==> src/rtl/ras.sv <==
// rtl/ras.sv - Return address stack: circular array with a checkpointable top pointer.
// Optional RAS_PERF_EN adds saturating push/restore counters.
module ras #(
  parameter int RAS_ENTRIES      = 8,
  parameter int RAS_INDEX_WIDTH  = 3,
  parameter int RAS_TARGET_WIDTH = 31
) (
  input  logic                        CLK,
  input  logic                        nRST,
  input  logic                        link_valid_in,
  input  logic [RAS_TARGET_WIDTH-1:0] link_target_in,
  input  logic                        ret_valid_in,
  output logic [RAS_TARGET_WIDTH-1:0] ret_target_out,
  output logic [RAS_INDEX_WIDTH-1:0]  ras_index_out,
  input  logic                        update_valid_in,
  input  logic [RAS_INDEX_WIDTH-1:0]  update_ras_index_in
`ifdef RAS_PERF_EN
  ,
  output logic [15:0]                 perf_push_count_out,
  output logic [15:0]                 perf_restore_count_out
`endif
);

  logic [RAS_TARGET_WIDTH-1:0] entries [RAS_ENTRIES];
  logic [RAS_INDEX_WIDTH-1:0]  top;
  logic [RAS_INDEX_WIDTH-1:0]  top_next;
  logic [RAS_INDEX_WIDTH-1:0]  wr_idx;
  logic                        wr_en;

  assign ret_target_out = entries[top];
  assign ras_index_out  = top;

  // Restore wins outright; pop-then-push rewrites the current top in place.
  always_comb begin
    top_next = top;
    wr_idx   = top;
    wr_en    = 1'b0;
    if (update_valid_in) begin
      top_next = update_ras_index_in;
    end else if (link_valid_in && ret_valid_in) begin
      wr_en = 1'b1;
    end else if (link_valid_in) begin
      top_next = top + RAS_INDEX_WIDTH'(1);
      wr_idx   = top + RAS_INDEX_WIDTH'(1);
      wr_en    = 1'b1;
    end else if (ret_valid_in) begin
      top_next = top - RAS_INDEX_WIDTH'(1);
    end
  end

  always_ff @(posedge CLK) begin
    if (!nRST) begin
      top <= '0;
      for (int i = 0; i < RAS_ENTRIES; i++) begin
        entries[i] <= '0;
      end
    end else begin
      top <= top_next;
      if (wr_en) begin
        entries[wr_idx] <= link_target_in;
      end
    end
  end

`ifdef RAS_PERF_EN
  always_ff @(posedge CLK) begin
    if (!nRST) begin
      perf_push_count_out    <= '0;
      perf_restore_count_out <= '0;
    end else begin
      if (wr_en && perf_push_count_out != 16'hFFFF) begin
        perf_push_count_out <= perf_push_count_out + 16'd1;
      end
      if (update_valid_in && perf_restore_count_out != 16'hFFFF) begin
        perf_restore_count_out <= perf_restore_count_out + 16'd1;
      end
    end
  end
`endif

endmodule

==> config.mk <==
export PLATFORM = sky130hd
export DESIGN_NAME = ras
export DESIGN_NICKNAME = d
export VERILOG_FILES = /design/src/rtl/ras.sv
export SDC_FILE = /design/constraint.sdc
export NUM_CORES = 1
export LEC_CHECK = 0
export ABC_AREA = 0
export BUFFER_PORTS_ARGS = -buffer_cell sky130_fd_sc_hd__buf_2
export CORE_MARGIN = 2
export CORE_UTILIZATION = 32
export DETAILED_ROUTE_END_ITERATION = 8
export SLEW_MARGIN = 25
export SYNTH_ARGS = -nofsm -noshare
export SYNTH_HDL_FRONTEND = slang
export SYNTH_SLANG_ARGS = --single-unit
==> constraint.sdc <==
create_clock -name CLK -period 2.7 [get_ports CLK]
set_input_delay 0.27 -clock CLK [delete_from_list [all_inputs] [get_ports CLK]]
set_output_delay 0.27 -clock CLK [all_outputs]
set_load 0.03 [all_outputs]
==> qor.yml, run 1 <==
totalWireLength_um: 27400
power.share.clock_pct: 37.9
clock_path_buffers: 3
rows: 69
p_sw_mw: 2.13
htreeDepth: 1
critPathMaxFanout: 19
relSlewSlack_pct: 70.3
start_kind: "flop"
syn_inst: 697
grt_pass1_wl_um: 41300
drt_iter0_drc: 350
maxCapViolations: 0
synthXorXnorAreaFrac_pct: 0.434
clock_sinks: 254
via_per_inst: 4.76
crit_chain: "buf_12 > mux4_2 > mux2_2 > buf_2"
yosys.area_share.simple_pct: 15.3
synth_top_area_share_pct: 64.6
synth_seq_cells: 254
critPathKind: "flop to output pin"
die_h_um: 194
cp.arrival_ns: 2.27
first_pass_iters: 4
area_delta_synth_final_pct: 16.6
async_flop_share_pct: 0
muxShareOfSynthArea_pct: 15.5
irDropWorstVdd_uv: 358
fin_crit_sh_pct: 94.1
io_pins: 73
hold_violations: 0
vias: 6050
rsz0062_at_grt: "false"
worst_ep_required_time_ns: 2.43
dieArea_mm2: 0.0376
synth_nets: 740
synth_edf_count: 248
grt_overflow: 0
synth_fa_ha_area_share_pct: 0.434
core_area_mm2: 0.0356
final_antenna_net_count: 0
ys.flop_type: "edfxtp_1"
cts_tree: "built"
cts-root-buf: "clkbuf_16"
cpPeakStageDelay_ns: 0.54
synth_cell_types: 37
final_util_pct: 37.8
cts_buffers: 27
drive_gt1_share_pct: 32.1
finalSetupViolations: 0
min_path_type: "input pin to flop"
grt_pass1_vias: 6531
n_fill_cell: 3313
drc: 0
regArea_mm2: 0.00757
hpwl_um: 15500
power_frac_seq_pct: 50.9
cpMaxStageDelayCell: "mux4_2"
period_minus_slack_ns: 2.54
synth_compound_area_share_pct: 0.618
worst_r2r_path_depth: 6
min_path_cells: 3
fin_nets: 833
synth.area.top_cells: "edfxtp_1 65%, and2_1 13%, mux4_2 12%, mux2_2 3.1%, dfxtp_1 1.0%"
combPwrFrac_pct: 11.2
yosysWarningCount: 0
synth_area_mm2: 0.0115
post_cts_resized: 0
outcome: "finished, final reports clean"
clk_pin_slew_ns: 0.06
power_leakage_nw: 4.99
port_buffers: 72
fmax_ghz: 0.394
die_x_um: 194
grt_antenna_before_repair: 1
worstMarginPinSlew_ns: 0.436
setup-tns-final_ns: 0
hp-start: "update_ras_index_in[2]"
synth_seq_area_share_pct: 65.6
start_util_pct: 32.4
multiInputGateArea_mm2: 0.00377
end_kind: "output pin"
p_sw_share_pct: 23.8
reg2reg_to: "entries[1][16]$_SDFFCE_PN0P_"
final_max_slew_viol_count: 0
grtUsageTotal_pct: 14.6
syn_avg_cell_area_um2: 16.5
synth_top_area_cell: "edfxtp_1"
wl_per_cell_um: 21.6
grt_max_degree: 63
synth_top_family_by_area: "multiplexers"
gp_congestion: 0.689
r2r_setup_slack_ns: 0.43
r2r-start: "ras_index_out[0]$_SDFFE_PN0P_"
powerDensity_mw_per_mm2: 665
internal_power_mw: 6.81
finClkSkew_ns: 0.00488
clock_latency_ns: 0.52
-- synthesized netlist by cell type, types with 4 or more instances --
cell and instances:
and2_1 248, and3_1 4, buf_2 15, buf_4 4, clkbuf_1 13, clkbuf_2 12
dfxtp_1 6, edfxtp_1 248, ha_1 4, inv_1 5, mux2_2 32, mux4_2 62
nand2b_1 8, nand3_1 4, nor3_2 4
-- final cells by class --
class / instances / share of cell area [%]
tap: 461 / 4.29
inverter: 5 / 0.140
timing repair buffer: 109 / 5.39
multi-input combinational: 393 / 28.0
clock buffer: 32 / 5.16
sequential: 254 / 56.3
antenna: 1 / 0.0186
clock inverter: 15 / 0.698
-- power by group through the flow --
stage | clock network [mW] | logic, mW | registers [mW]
floorplan | 0 | 0.650 | 4.61
global placement | 0 | 1.00 | 4.64
detailed placement | 0 | 1.01 | 4.64
CTS | 3.45 | 1.01 | 4.56
global route | 3.59 | 1.08 | 4.57
finish | 3.38 | 1.00 | 4.55
-- state kept, by name, indices dropped and copies added (netlist names), named ones only --
register       flops
entries          248
ras_index_out      3
-- what timing repair did --
| item | CTS | global route |
|---|---|---|
| setup buffers | 0 | 8 |
| hold buffers | 0 | 0 |
| setup endpoints to repair | 0 | 4 |
-- layer usage --
| layer | vias to the layer above | track usage (%) | part of all wire (%) |
|---|---|---|---|
| met3 | 41 | 2.07 | 4.2 |
| met1 | 3102 | 20.1 | 45 |
| met4 | 2 | 3.31 | 1.7 |
| met5 | - | 0 | 0.047 |
| met2 | 131 | 24.7 | 49 |
| li1 | 2774 | - | - |
-- worst max path at each step --
stage	startpoint	endpoint	slack [ns]	depth (start not counted)
floorplan	ras_index_out[0]$_SDFFE_PN0P_	entries[6][0]$_SDFFCE_PN0P_	0.001	6
global route	flop	ret_target_out[26]	0.06	4
CTS	flop	ret_target_out[26]	0.0002	4
global placement	link_valid_in	entries[2][7]$_SDFFCE_PN0P_	0.36	8
finish	flop	ret_target_out[26]	0.16	4
detailed placement	link_valid_in	entries[2][7]$_SDFFCE_PN0P_	0.38	8
-- worst max-delay path, delay by kind of cell, from the launching register on --
kind	cells	cell delay (ns)
mux	2	0.85
flops	1	0.47
buf+inv	2	0.43
-- cells by family (layout without fill, tap and decap cells) --
family	after synthesis	count (layout)
simple gates	279	279
flops	254	254
mux	96	96
buf+inv	50	161
compound gates	10	10
fa+ha+maj	4	4
xor+xnor	4	4
other cells	0	1
-- through the flow --
| step | hold WS (ns) | worst slack (ns) | instance area [µm²] | instances | power [mW] |
|---|---|---|---|---|---|
| 6_report | 0.0698 | 0.160 | 13500 | 1270 | 8.94 |
| 5_1_grt | 0.0641 | 0.0622 | 13400 | 1269 | 9.24 |
| 4_1_cts | 0.0462 | 0.000237 | 13400 | 1261 | 9.02 |
| 3_5_place_dp | 0.599 | 0.382 | 12600 | 1214 | 5.65 |
| 3_3_place_gp | 0.588 | 0.359 | 12600 | 1214 | 5.64 |
| 2_1_floorplan | 0.423 | 0.00112 | 11500 | 697 | 5.26 |
-- cells in the final DEF (no fill, tap or decap), types with 5 or more instances in the layout --
| master | n |
|---|---|
| buf_2 | 72 |
| buf_12 | 7 |
| clkbuf_16 | 27 |
| mux2_2 | 32 |
| clkinv_2 | 6 |
| clkinv_1 | 7 |
| clkbuf_1 | 5 |
| and2_1 | 248 |
| mux4_2 | 62 |
| inv_1 | 5 |
| edfxtp_1 | 248 |
| buf_4 | 30 |
| nand2b_2 | 8 |
Note: power is estimated with default switching activity, not from simulation.
==> run 2, diff against run 1 <==
--- a/config.mk
+++ b/config.mk
@@ -9,6 +9,7 @@
 export BUFFER_PORTS_ARGS = -buffer_cell sky130_fd_sc_hd__buf_2
 export CORE_MARGIN = 2
 export CORE_UTILIZATION = 32
+export CTS_BUF_LIST = sky130_fd_sc_hd__clkbuf_4
 export DETAILED_ROUTE_END_ITERATION = 8
 export SLEW_MARGIN = 25
 export SYNTH_ARGS = -nofsm -noshare
==> qor.yml, run 2 (same netlist as run 1, synthesis figures left out) <==
outcome: "finished, final reports clean"
grt_antenna_before_repair: 3  # +2
maxCapViolations: 0  # unchanged
clk_pin_slew_ns: 0.07  # about the same
use_met2_pct: 25.7  # +0.98 points
final_util_pct: 39.8  # +2.0 points
cts-root-buf: "clkbuf_4"
finClkSkew_ns: 0.0258  # +0.0209 ns
powerDensity_mw_per_mm2: 635  # -4.4%
power_mw: 9.00  # +0.70%
max_flop_register: "entries"
grtUsageTotal_pct: 15.4  # +0.76 points
critPathKind: "flop to output pin"
finalSetupViolations: 0  # unchanged
die_x_um: 194  # unchanged
cpPeakStageDelay_ns: 0.51  # -0.03 ns
placed_cell_area_mm2: 0.0126  # unchanged
die_h_um: 194  # unchanged
area_delta_synth_final_pct: 22.9
hold_violations: 0  # unchanged
fin_crit_sh_pct: 97.9  # +3.9 points
first_pass_iters: 5  # +1
grt_pass1_wl_um: 43000  # +4.1%
relSlewSlack_pct: 67.1  # -3.2 points
start_kind: "flop"
crit_chain: "buf_12 > clkbuf_16 > mux4_2 > mux2_4 > buf_6"
wl_per_cell_um: 20.9  # -3.1%
rows: 69  # unchanged
drive_gt1_share_pct: 36.1  # +4.0 points
final_antenna_net_count: 0  # unchanged
core_area_mm2: 0.0356  # unchanged
min_path_type: "input pin to flop"
use_met3_pct: 3.22  # +1.1 points
dieArea_mm2: 0.0376  # unchanged
worstMarginPinSlew_ns: 0.493  # +0.0570 ns
power_leakage_nw: 5.37  # +7.6%
grt_util_met1_pct: 20.0  # -0.064 points
cpMaxStageDelayCell: "mux4_2"
setup_slack_ns: 0.0559  # -0.104 ns
clock_latency_ns: 0.68  # +0.16 ns
drt_iter0_drc: 373  # +6.6%
htreeDepth: 3  # +2
io_pins: 73  # unchanged
drc: 0  # unchanged
cts_tree: "built"
irDropWorstVdd_uv: 232  # -35%
hpwl_um: 15500  # unchanged
pre_cts_slack_ns: 0.382  # unchanged
period_minus_slack_ns: 2.64  # +0.104 ns
grt_pass1_vias: 7147  # +9.4%
vias: 6565  # +8.5%
final_cell_mix: "248 x and2_1, 248 x edfxtp_1, 105 x clkbuf_4"
gp_congestion: 0.689  # unchanged
critPathMaxFanout: 7  # -12
grt_max_degree: 63  # unchanged
totalWireLength_um: 29000  # +5.7%
start_util_pct: 32.4  # unchanged
setup-tns-final_ns: 0  # unchanged
end_kind: "output pin"
grt_overflow: 0  # unchanged
largest_reg_flops: 248  # unchanged
port_buffers: 72  # unchanged
fmax_ghz: 0.378  # -3.9%
finalInstanceArea_mm2: 0.0142  # +5.4%
grt.busiest_layer: "met2"
cp.arrival_ns: 2.37  # +0.10 ns
via_per_inst: 4.74  # -0.57%
fin_nets: 915  # +9.8%
rsz0062_at_grt: "true"
worst_ep_required_time_ns: 2.43  # about the same
clock_path_buffers: 3  # unchanged
clock_sinks: 254  # unchanged
final_max_slew_viol_count: 0  # unchanged
cts_buffers: 69  # +160%
[run 2: cell types whose count changed in the layout (fill, tap and decap cells not counted), sizes merged]
cell         change
clkinvlp         -1
clkinv           +2
bufinv           -1
dlygate4sd3     +36
clkbuf          +77
buf              -1
diode            +4
[run 2: critical path: cells and delay by family (launching register included)]
family | cells | cell delay [ns]
buffers and inverters | 3 | 0.49
DFF | 1 | 0.38
muxes | 2 | 0.82
[run 2: layout make-up]
cell class	instances	area, µm²
antenna	5	12.5
inverter	5	18.8
multi-input combinational	393	3790
tap	461	577
clock inverter	15	56.3
fill	3301	21400
sequential	254	7570
clock buffer	104	781
timing repair buffer	149	1360
[run 2: report_power, final]
group | internal, mW | switching, mW | total (mW)
clock network | 1.75 | 1.53 | 3.28
logic | 0.536 | 0.640 | 1.18
registers | 4.49 | 0.0582 | 4.55
total | 6.77 | 2.23 | 9.00
[run 2: path summary, 6_finish.rpt]
kind | start | to | slack [ns] | depth (start not counted)
setup reg to reg | ras_index_out[1]$_SDFFE_PN0P_ | entries[5][6]$_SDFFCE_PN0P_ | 0.40 | 6
hold reg to reg | ras_index_out[1]$_SDFFE_PN0P_ | flop | 0.72 | 3
hold / removal | ret_valid_in | flop | 0.06 | 3
setup / recovery | flop | ret_target_out[12] | 0.06 | 5
[run 2: what timing repair did]
item | in CTS | in global routing
hold buffers | 36 | 0
gates resized for setup | 26 | 24
buffers inserted | 5 | 0
pin swaps | 0 | 0
cloned | 2 | 5
endpoints found under the setup margin | 27 | 21
hold endpoints to repair | 253 | 0
[run 2: per-stage QoR]
step           hold slack (ns)  cells
6_report                0.0562   1386
5_1_grt                 0.0251   1385
4_1_cts                 0.0138   1376
3_5_place_dp             0.599   1214
3_3_place_gp             0.588   1214
2_1_floorplan            0.423    697
[run 2: per-layer routing]
| layer | wire length, µm | up-vias |
|---|---|---|
| li1 | - | 2974 |
| met2 | 14400 | 169 |
| met3 | 1420 | 41 |
| met5 | 0 | - |
| met1 | 12700 | 3381 |
| met4 | 481 | 0 |
